**config.mk**
```make
export PLATFORM = sky130hd
export DESIGN_NAME = spi_master_mc
export DESIGN_NICKNAME = d
export VERILOG_FILES = /design/src/rtl/spi_master_mc.sv
export SDC_FILE = /design/constraint.sdc
export NUM_CORES = 1
export LEC_CHECK = 0
export BUFFER_PORTS_ARGS = -buffer_cell sky130_fd_sc_hd__clkbuf_2
export CAP_MARGIN = 5
export CORE_MARGIN = 2
export CORE_UTILIZATION = 30
export CTS_BUF_LIST = sky130_fd_sc_hd__clkbuf_16
export DETAILED_ROUTE_END_ITERATION = 8
export GPL_TIMING_DRIVEN = 0
export HOLD_SLACK_MARGIN = 0.15
export PLACE_DENSITY_LB_ADDON = 0.3
export SLEW_MARGIN = 20
export SYNTH_ARGS = -nofsm -noshare
export SYNTH_HDL_FRONTEND = slang
export SYNTH_SLANG_ARGS = --single-unit
```
**constraint.sdc**
```tcl
create_clock -name sys_clk -period 3.65 [get_ports sys_clk]
set_clock_uncertainty 0.2 [all_clocks]
set_input_delay 0.1825 -clock sys_clk [delete_from_list [all_inputs] [get_ports sys_clk]]
set_output_delay 0.1825 -clock sys_clk [all_outputs]
set_load 0.02 [all_outputs]
```
**src/rtl/spi_master_mc.sv**
```systemverilog
// SPI master: full-duplex DATA_W-bit transfers, runtime CPOL/CPHA, fixed SCK divider,
// and command-driven one-hot chip selects.
module spi_master_mc #(
    parameter int DATA_W   = 8,
    parameter int DIV      = 2,
    parameter int NUM_CS   = 2,
    parameter int CS_SEL_W = 1
) (
    input  logic                sys_clk,
    input  logic                rst,
    input  logic                start,
    input  logic [1:0]          cmd,
    input  logic                cpol,
    input  logic                cpha,
    input  logic [CS_SEL_W-1:0] cs_sel,
    input  logic [DATA_W-1:0]   tx_dat,
    input  logic                miso,
    output logic                mosi,
    output logic                sck,
    output logic [NUM_CS-1:0]   cs_n,
    output logic [DATA_W-1:0]   rx_dat,
    output logic                done,
    output logic                busy
);

    localparam int HP_W = $clog2(DIV) + 1;
    localparam int EC_W = $clog2(2 * DATA_W + 1);
    localparam logic [HP_W-1:0] HP_LAST = HP_W'(DIV - 1);
    localparam logic [EC_W-1:0] EC_LAST = EC_W'(2 * DATA_W - 1);

    localparam logic [1:0] CMD_XFER    = 2'b00;
    localparam logic [1:0] CMD_ASSERT  = 2'b01;
    localparam logic [1:0] CMD_RELEASE = 2'b10;

    typedef enum logic [1:0] {
        IDLE  = 2'd0,
        SHIFT = 2'd1,
        CSOP  = 2'd2
    } state_t;

    state_t state_reg, state_next;

    logic [HP_W-1:0]   hp_cnt_reg;
    logic [EC_W-1:0]   edge_cnt_reg;
    logic [DATA_W-1:0] tx_sh_reg;
    logic [DATA_W-1:0] rx_sh_reg;
    logic [DATA_W-1:0] rx_dat_reg;
    logic [NUM_CS-1:0] cs_n_reg;
    logic              cpha_reg;
    logic              sck_reg;
    logic              mosi_reg;
    logic              done_reg;

    logic              accept;
    logic              hp_wrap;
    logic              leading;
    logic              sample_edge;
    logic              last_edge;
    logic [NUM_CS-1:0] cs_dec;

    // Out-of-range cs_sel matches no output, leaving every select high.
    genvar gi;
    generate
        for (gi = 0; gi < NUM_CS; gi++) begin : g_cs_dec
            assign cs_dec[gi] = (cs_sel != CS_SEL_W'(gi));
        end
    endgenerate

    assign accept      = start && (state_reg == IDLE);
    assign hp_wrap     = (hp_cnt_reg == HP_LAST);
    // Edge number n = edge_cnt_reg + 1, so odd n (leading) means an even count.
    assign leading     = ~edge_cnt_reg[0];
    assign sample_edge = leading ^ cpha_reg;
    assign last_edge   = (state_reg == SHIFT) && hp_wrap && (edge_cnt_reg == EC_LAST);

    always_ff @(posedge sys_clk) begin
        if (rst) begin
            state_reg <= IDLE;
        end else begin
            state_reg <= state_next;
        end
    end

    always_comb begin
        state_next = state_reg;
        case (state_reg)
            IDLE: begin
                if (start) begin
                    state_next = (cmd == CMD_XFER) ? SHIFT : CSOP;
                end
            end
            SHIFT: begin
                if (last_edge) begin
                    state_next = IDLE;
                end
            end
            CSOP:    state_next = IDLE;
            default: state_next = IDLE;
        endcase
    end

    always_ff @(posedge sys_clk) begin
        if (rst) begin
            hp_cnt_reg   <= '0;
            edge_cnt_reg <= '0;
            tx_sh_reg    <= '0;
            rx_sh_reg    <= '0;
            rx_dat_reg   <= '0;
            cs_n_reg     <= '1;
            cpha_reg     <= 1'b0;
            sck_reg      <= 1'b0;
            mosi_reg     <= 1'b0;
            done_reg     <= 1'b0;
        end else begin
            done_reg <= 1'b0;
            if (accept) begin
                cpha_reg     <= cpha;
                sck_reg      <= cpol;
                hp_cnt_reg   <= '0;
                edge_cnt_reg <= '0;
                case (cmd)
                    CMD_XFER: begin
                        // With cpha=0 the MSB is presented immediately; otherwise on the first leading edge.
                        if (cpha) begin
                            tx_sh_reg <= tx_dat;
                        end else begin
                            mosi_reg  <= tx_dat[DATA_W-1];
                            tx_sh_reg <= {tx_dat[DATA_W-2:0], 1'b0};
                        end
                    end
                    CMD_ASSERT:  cs_n_reg <= cs_dec;
                    CMD_RELEASE: cs_n_reg <= '1;
                    default: ;
                endcase
            end else if (state_reg == CSOP) begin
                done_reg <= 1'b1;
            end else if (state_reg == SHIFT) begin
                if (hp_wrap) begin
                    hp_cnt_reg   <= '0;
                    edge_cnt_reg <= edge_cnt_reg + EC_W'(1);
                    sck_reg      <= ~sck_reg;
                    if (sample_edge) begin
                        rx_sh_reg <= {rx_sh_reg[DATA_W-2:0], miso};
                    end else if (!last_edge) begin
                        mosi_reg  <= tx_sh_reg[DATA_W-1];
                        tx_sh_reg <= {tx_sh_reg[DATA_W-2:0], 1'b0};
                    end
                    if (last_edge) begin
                        done_reg   <= 1'b1;
                        // In cpha=1 the final sample lands on this same edge.
                        rx_dat_reg <= cpha_reg ? {rx_sh_reg[DATA_W-2:0], miso} : rx_sh_reg;
                    end
                end else begin
                    hp_cnt_reg <= hp_cnt_reg + HP_W'(1);
                end
            end
        end
    end

    assign mosi   = mosi_reg;
    assign sck    = sck_reg;
    assign cs_n   = cs_n_reg;
    assign rx_dat = rx_dat_reg;
    assign done   = done_reg;
    assign busy   = (state_reg != IDLE);

endmodule

```
==> results of run 1 <==
## through the flow
step                worst slack, ps  utilization  total power, uW
floorplan                      1460            -              507
global placement               1310        0.348              538
detailed placement             1290        0.348              538
CTS                             996        0.392              959
global route                    764        0.392              987
finish                          997        0.392              949
## kinds of logic after synthesis
| family | synth area share |
|---|---|
| buf+inv | 0.0594 |
| fa+ha+maj | 0.0276 |
| xor+xnor | 0.0332 |
| simple gates | 0.160 |
| flops | 0.431 |
| mux | 0.0884 |
| compound gates | 0.201 |
## synth_stat cells
cell	instances	area share
a2111o_1	7	0.044
a2111oi_0	2	0.0097
a211oi_1	12	0.050
a21oi_1	20	0.055
and2_1	1	0.0035
and3_1	1	0.0035
and4bb_1	1	0.0069
buf_1	2	0.0041
buf_2	5	0.014
buf_6	2	0.012
clkbuf_1	7	0.015
dfxtp_1	39	0.43
ha_1	4	0.028
inv_1	6	0.012
inv_2	1	0.0021
mux2i_1	16	0.088
nand2_1	15	0.031
nand3_1	9	0.025
nand3b_1	1	0.0041
nand4_1	1	0.0035
nor2_1	26	0.054
nor3_1	3	0.0083
nor3b_1	2	0.0083
nor4b_1	1	0.0048
o21ai_1	8	0.022
o21bai_1	2	0.0083
o32a_4	1	0.012
or2_1	1	0.0035
or3_1	1	0.0035
xnor2_1	3	0.015
xnor2_2	1	0.0090
xor2_1	2	0.0097
## placed cells by master, fill, tap and decap left out, types with 3 or more instances in the layout
cell type       n
a21oi_1        20
dfxtp_1        39
a211oi_1       12
clkbuf_16       5
nand2_1        15
nand3_1         9
dlygate4sd3_1  12
clkbuf_1        7
ha_1            4
o21ai_1         8
nor3_1          3
clkbuf_2       29
a2111o_1        7
inv_1           7
mux2i_1        16
xnor2_1         3
nor2_1         26
buf_2           5
## report_power, final
part	internal, uW	switching [uW]
Clock	246	164
Combinational	42.9	57.3
Sequential	433	5.04
Total	722	227
## worst paths after layout
path / cells past startpoint / end / slack [ps]
setup / recovery: 9 / cs_n[0]$_SDFFE_PP1P_ / 1000
hold / removal: 4 / tx_sh_reg[2]$_SDFFE_PP0P_ / 160
setup reg to reg: 7 / state_reg[0]$_SDFFE_PP0P_ / 1030
hold reg to reg: 2 / hp_cnt_reg[1]$_SDFFE_PP0P_ / 240
## per-layer routing
layer  track usage  vias up
li1              -      823
met1         0.168      732
met2         0.239       23
met3        0.0363        6
met4        0.0500        0
met5             0        -
## what timing repair did
| action | in CTS | in global routing |
|---|---|---|
| hold endpoints to repair | 10 | 0 |
| resized for setup | 0 | 0 |
| hold buffers | 12 | 0 |
## worst register-to-register path: stages, from the launching register on
cell	delay, ps
dfxtp_1	370
ha_1	230
and3_1	180
ha_1	220
and2_1	150
buf_2	170
a2111oi_0	430
dlygate4sd3_1	610
## area by class of cell
class                           count  area (sq um)
Buffer                             16          81.3
Timing Repair Buffer               41           265
Tap cell                           75          93.8
Clock buffer                        5           125
Fill cell                         624          3580
Multi-Input combinational cell    141           923
Clock inverter                      3          11.3
Sequential cell                    39           781
Inverter                            7          26.3
==> flow_summary.toml, run 1 <==
[pwr]
powerDensity_mw_per_mm2 = 411
leakage_uw = 0.000880
peakVddDrop_v = 0.000185

[routing]
vias = 1584
wl_met2_mm = 1.93
detail-route-antenna-nets = 0
drt_wl_total_mm = 4.25
vias_per_cell = 4.84
drc_errors = 0
m1WireLength_mm = 2.09
drt-pass1-iter-count = 4
drt-initial-drc-count = 40
routed.top_layer = "met4"
routedWlPerCell_microns = 13.0
dr_wl_met3_microns = 162

[cts]
clock_path_buffers = 2
cts_sinks = 39
cts.clk_slew.worst_paths_ps = 60
post_cts_buffers = 0
numCtsBuffers = 5
htreeDepth = 2
clkLatencyLatePin_ps = 280
ctsRootBufferMaster = "clkbuf_16"
cts_tree = "done"

[sta]
tns_ps = 0
slew_viol_final = 0
setup_viol = 0
max_freq_ghz = 0.377
finalHoldViolations = 0
worst_pin_slew_ps = 589
hold_slack_ps = 159
min_period_over_period = 0.727
rsz0062_at_grt = "false"
slew-limit-headroom = 0.607
final.min_clock_period_ps = 2650

[critical_path]
crit_top_cell = "dlygate4sd3_1"
crit_family = "buffers and inverters"
cp-start-kind = "input port"
cp.required_ps = 3620
startpoint = "start"
slowest_stage = "dlygate4sd3_1"
worst_setup_path_end_kind = "flop"
critical_path_buf_inv_count = 5
worstSetupPathType = "input port to flop"
cp_cell_sequence = "dlygate4sd3_1 > clkbuf_2 > nor3b_1 > clkbuf_1 > buf_2 > nand2_1 > nor3_1 > dlygate4sd3_1 > o21bai_1"
critical_path.max_stage_delay_ps = 580
path_max_fanout = 10
worstReg2RegStart = "edge_cnt_reg[0]$_SDFFE_PP0P_"
arrival_ps = 2620

[yosys]
syn_inst = 203
yosysWarnings = 0
yosysSeqAreaShare = 0.431
avgSynthCellArea_sq_um = 8.92
syn_area_sq_mm = 0.00181
ys_seq_elements = 39
synth_cell_types = 32
syn-num-nets = 224

[placed_design]
gp_congestion = 0.727
place_area_sq_mm = 0.00205
dp_hpwl_mm = 2.94
port_buffers = 29
dp.cells = 307

[run]
cap_violations = 0

[global_routing]
grt-ovfl-total = 0
antenna_found_initial = 0
grt_use_total = 0.139
grt_pass1_vias = 1512
grt_max_degree = 12
grt_pass1_wl_mm = 7.04

[floorplan]
die_y_microns = 81.7
num_rows = 28
core_sq_mm = 0.00589
num_io_pins = 31
die_area_sq_mm = 0.00668
fp.dieW_microns = 81.7
start_util = 0.308

[status]
status = "finished, final reports clean"

[finish]
final_nets = 272
drive_gt1_frac = 0.175
fin_cells = 327
diodes = 0
area_delta_synth_final_pct = 27.3
final_area_sq_mm = 0.00231

[hold_path]
hold_class = "input port to flop"
holdCritStartpoint = "tx_dat[1]"
(Power assumes the default switching activity.)
==> run 2, diff against run 1 <==
- clock period: 3.65 -> 2.6 ns (I/O delays scaled with it)
==> flow_summary.toml, run 2 (synthesis gave the netlist of run 1 again) <==
[finish]
fill_cells = 614
final_cell_mix = "dfxtp_1 (38), clkbuf_2 (30), nor2_1 (26), a21oi_1 (20), dlygate4sd3_1 (20)"
drive_gt1_frac = 0.180
final_nets = 281
final_core_util = 0.409
mostFrequentLayoutCell = "dfxtp_1"
diodes = 0
area_delta_synth_final_pct = 32.9

[critical_path]
crit_end = "sck$_SDFFE_PP0P_"
r2r_cells = 6
startpoint = "start"
arrival_ps = 2350
path_max_fanout = 4
critical_path.max_stage_delay_ps = 570
worstReg2RegStart = "state_reg[0]$_SDFFE_PP0P_"
slowest_stage = "dlygate4sd3_1"
r2r_end = "sck$_SDFFE_PP0P_"
cp-start-kind = "input port"
cp.required_ps = 2620
rrSetupSlack_ps = 280
crit_top_cell = "dlygate4sd3_1"
cp_cell_sequence = "clkbuf_2 > dlygate4sd3_1 > nand2_1 > nor2_1 > dlygate4sd3_1 > a211oi_1 > dlygate4sd3_1"
worstSetupPathType = "input port to flop"
worst_setup_path_end_kind = "flop"
crit_family = "buffers and inverters"
critical_path_buf_inv_count = 4
path_depth = 7

[cts]
clock_path_buffers = 2
clkLatencyLatePin_ps = 280
cts_sinks = 39
ctsRootBufferMaster = "clkbuf_16"
cts.clk_slew.worst_paths_ps = 60
post_cts_buffers = 0
htreeDepth = 2
cts_tree = "done"
numCtsBuffers = 5

[floorplan]
die_area_sq_mm = 0.00668
die_y_microns = 81.7
num_rows = 28
start_util = 0.308
num_io_pins = 31
fp.dieW_microns = 81.7
core_sq_mm = 0.00589

[routing]
routedWlPerCell_microns = 13.2
vias = 1622
drt_wl_total_mm = 4.43
drt-pass1-iter-count = 4
vias_per_cell = 4.83
detail-route-antenna-nets = 0
drt-initial-drc-count = 33
drc_errors = 0

[hold_path]
hold_class = "input port to flop"

[placed_design]
dp_hpwl_mm = 2.94
gp_congestion = 0.727
port_buffers = 29

[pwr]
power_frac_seq = 0.457
switchingPower_uw = 323
power_uw = 1350
clkPwrFrac = 0.427
power.internal_uw = 1020
switching_share = 0.239
peakVddDrop_v = 0.000263
pwr-share-comb = 0.116
powerDensity_mw_per_mm2 = 559
leakage_uw = 0.000938

[sta]
slew-limit-headroom = 0.588
slew_viol_final = 0
tns_ps = 0
max_freq_ghz = 0.430
min_period_over_period = 0.894
final.min_clock_period_ps = 2320
finalHoldViolations = 0
setup_viol = 0
rsz0062_at_grt = "false"
hold_slack_ps = 165
worst_pin_slew_ps = 618

[global_routing]
antenna_found_initial = 0
grt_use_total = 0.144
grt-ovfl-total = 0
grt_pass1_vias = 1571
grt_pass1_wl_mm = 7.27
grt_max_degree = 12

[run]
cap_violations = 0

[status]
status = "finished, final reports clean"
[run 2: timing repair]
action,CTS,global route
gates resized for setup,0,6
hold buffers,21,0
endpoints found under the hold margin,17,0
setup endpoints to repair,0,2
[run 2: worst min path at each step]
stage / slack, ps / start / end / cells past startpoint
after floorplan: 20 / rst / state_reg[0]$_SDFFE_PP0P_ / 1
after global placement: 180 / rst / state_reg[0]$_SDFFE_PP0P_ / 2
after detailed placement: 180 / rst / state_reg[0]$_SDFFE_PP0P_ / 2
after CTS: 160 / cmd[0] / cs_n[1]$_SDFFE_PP1P_ / 5
after global routing: 210 / cmd[0] / cs_n[1]$_SDFFE_PP1P_ / 5
final: 160 / cmd[0] / cs_n[1]$_SDFFE_PP1P_ / 5
[run 2: final cells by class]
type	instances	area (sq um)	share of cell area
clock inverters	3	11.3	0.00468
clock buffers	5	125	0.0519
flip-flops and latches	39	782	0.325
repair buffers	50	358	0.149
multi-input cells	141	930	0.386
well taps	75	93.8	0.0390
plain buffers	16	82.6	0.0343
inverters	7	26.3	0.0109
[run 2: worst reg2reg max path, cell delays in order, from the launching register on]
cell and delay (ps):
dfxtp_1 430, nor2_1 90, nand2_1 170, nor2_1 60
dlygate4sd3_1 560, a211oi_1 190, dlygate4sd3_1 560
[run 2: layer usage]
layer / track usage / routed length [microns]
met1: 0.168 / 2110
met4: 0.0500 / 58
met2: 0.256 / 2100
met5: 0 / 0
met3: 0.0363 / 164
[run 2: power by group through the flow]
stage | clock network (uW) | registers, uW | logic, uW
6_report | 576 | 616 | 156
5_1_grt | 611 | 617 | 174
4_1_cts | 588 | 616 | 154
3_5_place_dp | 0 | 629 | 127
3_3_place_gp | 0 | 628 | 127
2_1_floorplan | 0 | 632 | 80.4
[run 2: per-stage QoR]
step / setup WS [ps] / cell area (sq um) / cells
2_1_floorplan: 412 / 1810 / 203
3_3_place_gp: 257 / 2050 / 307
3_5_place_dp: 238 / 2050 / 307
4_1_cts: 63.2 / 2400 / 336
5_1_grt: 106 / 2410 / 336
6_report: 275 / 2410 / 336
